**config.mk**
```make
export PLATFORM = sky130hd
export DESIGN_NAME = mult_scaler
export DESIGN_NICKNAME = d
export VERILOG_FILES = /design/src/rtl/mult_scaler.sv
export SDC_FILE = /design/constraint.sdc
export NUM_CORES = 1
export LEC_CHECK = 0
export BUFFER_PORTS_ARGS = -buffer_cell sky130_fd_sc_hd__buf_2
export CAP_MARGIN = 20
export CORE_MARGIN = 1.5
export CORE_UTILIZATION = 53
export DETAILED_ROUTE_END_ITERATION = 6
export PLACE_DENSITY = 0.71
export SLEW_MARGIN = 20
export SYNTH_ARGS = -nofsm -noshare
export SYNTH_HDL_FRONTEND = slang
export SYNTH_SLANG_ARGS = --single-unit
export TNS_END_PERCENT = 10
```
**constraint.sdc**
```tcl
create_clock -name clk -period 6.95 [get_ports clk]
set_clock_uncertainty 0.1 [all_clocks]
set_input_delay 0.3475 -clock clk [delete_from_list [all_inputs] [get_ports clk]]
set_output_delay 0.3475 -clock clk [all_outputs]
set_load 0.03 [all_outputs]
```
**src/rtl/mult_scaler.sv**
```systemverilog
`default_nettype none
// ============================================================================
// Module   : mult_scaler
// Brief    : Sequential shift-and-add signed x unsigned scaled multiplier
//            with once/done handshake and 4-bit shift-select/bypass code.
// Revision : 1.0 - initial release
// ============================================================================
module mult_scaler #(
    parameter int W = 16
) (
    input  logic         clk,
    input  logic         rst_n,
    input  logic         once,
    output logic         done,
    output logic         busy,
    input  logic [W-1:0] in0,
    input  logic [W-1:0] in1,
    input  logic [3:0]   shift,
    output logic [W-1:0] out,
    output logic         sat
);

    localparam int                   c_CNT_W  = $clog2(W + 1);
    localparam logic [c_CNT_W-1:0]   c_ONE_C  = 1;
    localparam logic [c_CNT_W-1:0]   c_LAST   = c_CNT_W'(W);
    localparam logic [W-1:0]         c_ONE_W  = 1;
    localparam logic [2*W-1:0]       c_MAX_M  = (2*W)'((1 << (W - 1)) - 1);
    localparam logic [W-1:0]         c_MAX_W  = c_MAX_M[W-1:0];

    typedef enum logic [1:0] {
        S_IDLE   = 2'd0,
        S_RUN    = 2'd1,
        S_FINISH = 2'd2
    } state_t;

    state_t               r_state;
    state_t               w_state_nxt;
    logic [c_CNT_W-1:0]   r_cnt;
    logic [2*W-1:0]       r_acc;
    logic [W-1:0]         r_a;
    logic [W-1:0]         r_b;
    logic                 r_sign;
    logic [3:0]           r_shift;

    logic                 w_bypass;
    logic [W-1:0]         w_mag_in;
    logic [2*W-1:0]       w_addend;
    logic [7:0]           w_rsh;
    logic [2*W-1:0]       w_m;
    logic                 w_sat;
    logic [W-1:0]         w_mag;
    logic [W-1:0]         w_result;

    assign w_bypass = (shift == 4'h0) || (shift == 4'hF);
    // Magnitude of the most negative operand is representable as unsigned
    assign w_mag_in = in0[W-1] ? (~in0 + c_ONE_W) : in0;
    assign w_addend = {{W{1'b0}}, r_a} << (r_cnt - c_ONE_C);

    assign w_rsh    = 8'(W) - {4'd0, r_shift};
    assign w_m      = r_acc >> w_rsh;
    assign w_sat    = (w_m > c_MAX_M);
    assign w_mag    = w_sat ? c_MAX_W : w_m[W-1:0];
    // Clamped magnitude keeps negative results at or above -(2^(W-1)-1)
    assign w_result = r_sign ? (~w_mag + c_ONE_W) : w_mag;

    always_ff @(posedge clk or negedge rst_n) begin
        if (!rst_n) begin
            r_state <= S_IDLE;
        end else begin
            r_state <= w_state_nxt;
        end
    end

    always_comb begin
        w_state_nxt = r_state;
        case (r_state)
            S_IDLE: begin
                if (once && !w_bypass) begin
                    w_state_nxt = S_RUN;
                end
            end
            S_RUN: begin
                if (r_cnt == c_LAST) begin
                    w_state_nxt = S_FINISH;
                end
            end
            S_FINISH: w_state_nxt = S_IDLE;
            default:  w_state_nxt = S_IDLE;
        endcase
    end

    always_ff @(posedge clk or negedge rst_n) begin
        if (!rst_n) begin
            done    <= 1'b0;
            busy    <= 1'b0;
            out     <= '0;
            sat     <= 1'b0;
            r_cnt   <= '0;
            r_acc   <= '0;
            r_a     <= '0;
            r_b     <= '0;
            r_sign  <= 1'b0;
            r_shift <= 4'h0;
        end else begin
            done <= 1'b0;
            case (r_state)
                S_IDLE: begin
                    if (once) begin
                        if (shift == 4'h0) begin
                            out  <= in0;
                            sat  <= 1'b0;
                            done <= 1'b1;
                        end else if (shift == 4'hF) begin
                            out  <= in1;
                            sat  <= 1'b0;
                            done <= 1'b1;
                        end else begin
                            r_sign  <= in0[W-1];
                            r_a     <= w_mag_in;
                            r_b     <= in1;
                            r_acc   <= '0;
                            r_shift <= shift;
                            r_cnt   <= c_ONE_C;
                            busy    <= 1'b1;
                        end
                    end
                end
                S_RUN: begin
                    if (r_b[0]) begin
                        r_acc <= r_acc + w_addend;
                    end
                    r_b   <= r_b >> 1;
                    r_cnt <= r_cnt + c_ONE_C;
                end
                S_FINISH: begin
                    out   <= w_result;
                    sat   <= w_sat;
                    done  <= 1'b1;
                    busy  <= 1'b0;
                    r_cnt <= '0;
                end
                default: begin
                    busy <= 1'b0;
                end
            endcase
        end
    end

endmodule
`default_nettype wire
```
* Yosys cells after proc, flatten, opt, wreduce, memory -nomap -nowiden *
Index checks and enable logic that the tools add are counted.

storage, ports and cells
  register bits after elaboration = 95
  input bits = 39
  output and inout bits = 19

cells by class
  add/subtract/negate cells = 6
  $lt $le $gt $ge = 1
  equal/unequal tests = 11
  shift operators = 2
  mux-type cells = 35
  bitwise logic cells = 5
  reduce and logical (&&, ||, !) cells = 15

operators with widths
  kind                   number
  $mux 16                9
  $mux 32                4
  $pmux 16 s2            2
  $pmux 32 s2            1
  $add 16x1->16 const B  2
  $add 32x32->32         1
  $gt 32x15->1 const B   1
  $not 16->16            2
  $shl 16x5->32          1
  $shr 32x8->32          1
  $reduce_and 4->1       4
  $mux 5                 3
  $pmux 5 s3             1
  $ne 2x2->1 const B     6
  $mux 1                 9
  $pmux 1 s2             3
  $sub 5x4->6 const A    1
  $add 5x1->5 const B    1
  $eq 5x5->1 const B     1
  $reduce_and 5->1       1
  $sub 5x1->5 const B    1
  $eq 4x4->1 const B     1
  $logic_not 4->1        1
  $mux 2                 2
  13 further kinds       16

* Depth between registers and ports, before layout *
  depth after elaboration = 8
  mapped depth = 24
  mapped depth without buffers = 20

* Worst setup path before layout *
Ideal clock, no wire load.

  path kind = register to register
  start point = register r_cnt[0]
  end point = register r_acc[26]
  library setup time = 0.122 ns
  arrival time = 5.349 ns
  required time = 6.728 ns
  slack = 1.380 ns
  stages on the path, launching flop included = 23
  path buffers = 5
  path through = dfrtp_1 > clkbuf_1 > clkbuf_1 > clkbuf_1 > inv_1 > ha_1 > buf_1 > clkbuf_1 > mux4_2 > mux2i_1 > nor2_1 > a21oi_1 > nor2_1 > ha_1 > o21a_1 > o211ai_1 > o21a_1 > o2bb2ai_1 > a211o_1 > nand3b_1 > a21oi_1 > or3_1 > a32o_1

on the way
  longest elaborated chain between the ends = 5

RTL lines
  what                    line  RTL
  start, declared         38    logic [c_CNT_W-1:0] r_cnt;
  start signal, assigned  123   r_cnt <= c_ONE_C;
  start signal, assigned  133   r_cnt <= r_cnt + c_ONE_C;
  $sub 5x1->5             57    assign w_addend = {{W{1'b0}}, r_a} << (r_cnt - c_ONE_C);
  $shl 16x5->32           57
  $add 32x32->32          130   r_acc <= r_acc + w_addend;
  $mux 32                 129   if (r_b[0]) begin
  $pmux 32 s2             106   case (r_state)
  end signal, assigned    130
  end, declared           39    logic [2*W-1:0] r_acc;

Every way passes these cells. The select of a mux whose other input is x is not followed.
A chain may end at the register's enable or synchronous reset.

* Worst setup path after layout *
  start point = register r_cnt[0]
  end point = register r_acc[31]

Same word-level chain as after synthesis.

==> impl_summary.log <==
INFO  metric final_nets = 1199
INFO  metric syn_area_per_cell = around 8.4 µm²
INFO  metric synth.ff_latch_count = 95
INFO  metric fin_ws = 1.60 ns
INFO  metric largest_net_degree_at_the_start_of_global_routing = between 60 and 70
INFO  metric clkSlewWorstSetupHoldPaths = 0.08 ns
INFO  metric final-seq-area = 0.00238 mm²
INFO  metric final_min_period_over_clock_period = 0.770
INFO  metric synth-edff-count = 0
INFO  metric synth_simple_gate_area_share = 0.200
INFO  metric slew-limit-headroom = 0.278
INFO  metric grt.total_usage = 0.303
INFO  metric critPathMaxFanout = 25
INFO  metric cts_root_buffer = sky130_fd_sc_hd__clkbuf_16
INFO  metric synth.yosys.seq_area_share = 0.258
INFO  metric die_height = 135 µm
INFO  metric worst-slew-pin-transition = 1.08 ns
INFO  metric preCtsSetupSlack = about 1.6 ns
INFO  metric reg2reg_setup_slack = roughly 1.6 ns
INFO  metric min-delay-path-class = input pin to register
INFO  metric finalHoldViolCount = 0
INFO  metric drive_above_1_share = 0.150
INFO  metric boundaryPins = a little under 60
INFO  metric antenna_found_initial = 0
INFO  metric synthAdderAreaFrac = 0.0564
INFO  metric cts_tree = done
INFO  metric post_synthesis_instance_area = slightly above 0.009 mm²
INFO  metric place.gp.congestion = 0.966
INFO  metric final_setup_vio_count = 0
INFO  metric worstSetupStartpointType = register
INFO  metric post_drt_via_cell_ratio = 6.51
INFO  metric dominantRegCellSynth = sky130_fd_sc_hd__dfrtp_1
INFO  metric drt_first_iter_violations = 990
INFO  metric whs_endpoint = r_b[15]
INFO  metric worst_r2r_endpoint = r_acc[31]
INFO  metric synth_cell_types = 81
INFO  metric grt_pass1_vias = 7923
INFO  metric async_set_or_reset_flop_fraction_in_the_synthesized_netlist = 1.00
INFO  metric timing_max_transition_violations_final = 0
INFO  metric cts_inserted_buffers = 9
INFO  metric place.detailed.hpwl = 20000 µm
INFO  metric synth_mux_area_frac = 0.182
INFO  metric timing.critical_path.required = a little over 7 ns
INFO  metric multi_input_area = 0.00649 mm²
INFO  metric cap_viol_max_count = 0
INFO  metric achievable-frequency = around 190 MHz
INFO  metric fp.dieArea = between 0.015 and 0.02 mm²
INFO  metric rsz0062_at_grt = no
INFO  metric hold_start = in1[15]
INFO  metric clkLatencyLatePin = between 0.3 and 0.4 ns
INFO  metric clock_sinks = 95
INFO  metric fp.dieW = approximately 130 µm
INFO  metric synth_compound_area_frac = 0.220
INFO  metric status = finished, final reports clean
INFO  metric wl_per_cell = 20.0 µm
INFO  metric route.vias.total = around 8800
INFO  metric cts.htree.levels = 3
INFO  metric detailedRoute.firstPassIterationCount = 5
INFO  metric cts_buffer_depth = 2
INFO  metric worstHoldPathCells = 3
INFO  metric totalNegativeSetupSlack = 0 ns
INFO  metric detail-route-antenna-nets = 0
INFO  metric placementRows = 48
INFO  metric timing.critical_path.arrival = 5.48 ns
INFO  metric numPortBuffers = 57
INFO  metric worstReg2RegStart = r_cnt[0]
INFO  metric main_combinational_cell_family_by_area_after_synthesis = compound AO/OA/AOI/OAI gates
INFO  metric worst_setup_path_type = register to register
INFO  metric fillCellCount = 1592
INFO  metric syn-instance-count = about 1100
INFO  metric yosysWarnings = 0
INFO  metric antennaDiodeCount = 0
INFO  metric synth-xor-area-share = 0.0426
INFO  metric synth.net_count = 1178
INFO  metric grt-ovfl-total = 0
INFO  metric area_inside_the_core_boundary = about 0.017 mm²
INFO  metric drc_errors = 0
INFO  metric totalWireLength = between 20000 and 30000 µm
INFO  metric initial_core_util = 0.537
INFO  metric finalWorstPathRequiredPeriod = 5.35 ns
INFO  metric element_type_at_the_critical_path_end = register
INFO  metric syn_to_final_growth = 8.27%
INFO  metric grt_pass1_wl = approximately 43000 µm
INFO  metric ff2ff_path_depth = 19
## logic make-up after synthesis
logic type	after synthesis
compound gates	320
buf+inv	93
simple gates	401
xor+xnor	44
mux	104
fa+ha+maj	41
flops	95
## cell type report
class / instances / area share
Clock buffer: 9 / 0.0225
Clock inverter: 7 / 0.00777
Inverter: 27 / 0.0101
Multi-Input combinational cell: 910 / 0.650
Sequential cell: 95 / 0.238
Tap cell: 225 / 0.0282
Timing Repair Buffer: 76 / 0.0433
## cells in the mapped netlist (18+ instances only)
library cell	number	area (µm²)
sky130_fd_sc_hd__o21ai_0	97	485
sky130_fd_sc_hd__o31ai_1	19	143
sky130_fd_sc_hd__mux4_2	44	991
sky130_fd_sc_hd__xnor2_1	19	166
sky130_fd_sc_hd__nand2_1	169	634
sky130_fd_sc_hd__nor2_1	93	349
sky130_fd_sc_hd__dfrtp_1	95	2380
sky130_fd_sc_hd__xor2_1	24	210
sky130_fd_sc_hd__mux2i_1	45	450
sky130_fd_sc_hd__clkbuf_1	52	195
sky130_fd_sc_hd__nor3_1	18	90.1
sky130_fd_sc_hd__inv_1	25	93.8
sky130_fd_sc_hd__a21oi_1	85	425
sky130_fd_sc_hd__nand3_1	42	210
sky130_fd_sc_hd__ha_1	40	500
## metal layers
metal | share of wire | track usage | vias up | wire length, µm
li1 | - | - | 4134 | -
met1 | 0.46 | 0.441 | 4271 | 12300
met2 | 0.46 | 0.468 | 325 | 12400
met3 | 0.060 | 0.0409 | 47 | 1640
met4 | 0.024 | 0.0980 | 0 | 649
met5 | 0 | 0 | - | 0
## sequential cells by signal (all words and copies together), names as in the netlist
register and flops:
r_acc 32, out 16, r_a 16, r_b 16
r_cnt 5, r_shift 4, r_state 2, busy 1
done 1, r_sign 1, sat 1
## critical path: stages (launching register included)
cell and delay [ns]:
sky130_fd_sc_hd__dfrtp_1 0.32, sky130_fd_sc_hd__buf_4 0.31, sky130_fd_sc_hd__inv_1 0.16, sky130_fd_sc_hd__ha_1 0.82, sky130_fd_sc_hd__mux2i_1 0.27, sky130_fd_sc_hd__nor2_1 0.05, sky130_fd_sc_hd__a31oi_1 0.25, sky130_fd_sc_hd__nand2_1 0.08
sky130_fd_sc_hd__o21ai_0 0.17, sky130_fd_sc_hd__nor2_1 0.13, sky130_fd_sc_hd__ha_1 0.36, sky130_fd_sc_hd__a211o_1 0.32, sky130_fd_sc_hd__or3b_2 0.46, sky130_fd_sc_hd__o211ai_1 0.24, sky130_fd_sc_hd__o211ai_1 0.19, sky130_fd_sc_hd__a21oi_1 0.28
sky130_fd_sc_hd__o21ai_0 0.22, sky130_fd_sc_hd__mux2i_1 0.17, sky130_fd_sc_hd__o21ai_0 0.16, sky130_fd_sc_hd__o311ai_0 0.13
## placed cells by master, fill, tap and decap left out, types with 4 or more instances in the layout
master | netlist | layout
sky130_fd_sc_hd__nand2_1 | 169 | 169
sky130_fd_sc_hd__o21ai_0 | 97 | 95
sky130_fd_sc_hd__dfrtp_1 | 95 | 94
sky130_fd_sc_hd__nor2_1 | 93 | 93
sky130_fd_sc_hd__a21oi_1 | 85 | 85
sky130_fd_sc_hd__buf_2 | 8 | 56
sky130_fd_sc_hd__mux2i_1 | 45 | 45
sky130_fd_sc_hd__mux4_2 | 44 | 44
sky130_fd_sc_hd__nand3_1 | 42 | 42
sky130_fd_sc_hd__ha_1 | 40 | 40
sky130_fd_sc_hd__inv_1 | 25 | 25
sky130_fd_sc_hd__xor2_1 | 24 | 24
sky130_fd_sc_hd__xnor2_1 | 19 | 19
sky130_fd_sc_hd__o31ai_1 | 19 | 19
sky130_fd_sc_hd__buf_4 | 2 | 19
sky130_fd_sc_hd__nor3_1 | 18 | 18
sky130_fd_sc_hd__o22ai_1 | 13 | 13
sky130_fd_sc_hd__a31oi_1 | 11 | 11
sky130_fd_sc_hd__or3_1 | 11 | 11
sky130_fd_sc_hd__a21o_1 | 11 | 11
sky130_fd_sc_hd__o211ai_1 | 10 | 10
sky130_fd_sc_hd__mux2_2 | 9 | 9
sky130_fd_sc_hd__a211o_1 | 9 | 9
sky130_fd_sc_hd__a211oi_1 | 9 | 9
sky130_fd_sc_hd__clkbuf_16 | 0 | 9
sky130_fd_sc_hd__nand2b_1 | 8 | 8
sky130_fd_sc_hd__nor2b_1 | 8 | 8
sky130_fd_sc_hd__o21a_1 | 8 | 8
sky130_fd_sc_hd__and2_1 | 7 | 7
sky130_fd_sc_hd__nor4_1 | 8 | 7
sky130_fd_sc_hd__nor3b_1 | 6 | 6
sky130_fd_sc_hd__nand4_1 | 6 | 6
sky130_fd_sc_hd__and3_1 | 4 | 4
sky130_fd_sc_hd__mux4_1 | 4 | 4
sky130_fd_sc_hd__or4_1 | 4 | 4
sky130_fd_sc_hd__o32ai_1 | 5 | 4
sky130_fd_sc_hd__o21bai_1 | 4 | 4
## metrics by stage
stage                     instance area (µm²)  cells  hold WS, ns   util
after CTS                                9980   1349        0.151  0.581
after global placement                   9670   1332        0.217  0.563
after floorplan                          9230   1098      -0.0481      -
after global routing                     9990   1349        0.147  0.582
final                                    9990   1349        0.157  0.582
after detailed placement                 9670   1332        0.220  0.563
## worst max path at each step
stage | slack, ns | endpoint | startpoint | cells past startpoint
final | 1.60 | r_acc[31] | r_cnt[0] | 19
after global routing | 1.09 | r_acc[31] | r_cnt[0] | 19
after CTS | 1.60 | r_acc[31] | r_cnt[0] | 18
after detailed placement | 1.64 | r_acc[31] | r_cnt[0] | 19
after global placement | 1.79 | r_acc[31] | r_cnt[0] | 19
after floorplan | 1.38 | r_acc[26] | r_cnt[0] | 22
## what timing repair did
| action | 4_1_cts | 5_1_grt |
|---|---|---|
| setup buffers | 0 | 0 |
| resized for setup | 0 | 0 |
| endpoints found under the setup margin | 0 | 0 |
| hold buffers | 1 | 0 |
| hold endpoints to repair | 32 | 0 |
Power is left out: the tool's default activity adds up to more than one toggle a clock period on the data nets, which glitch-free logic cannot reach.
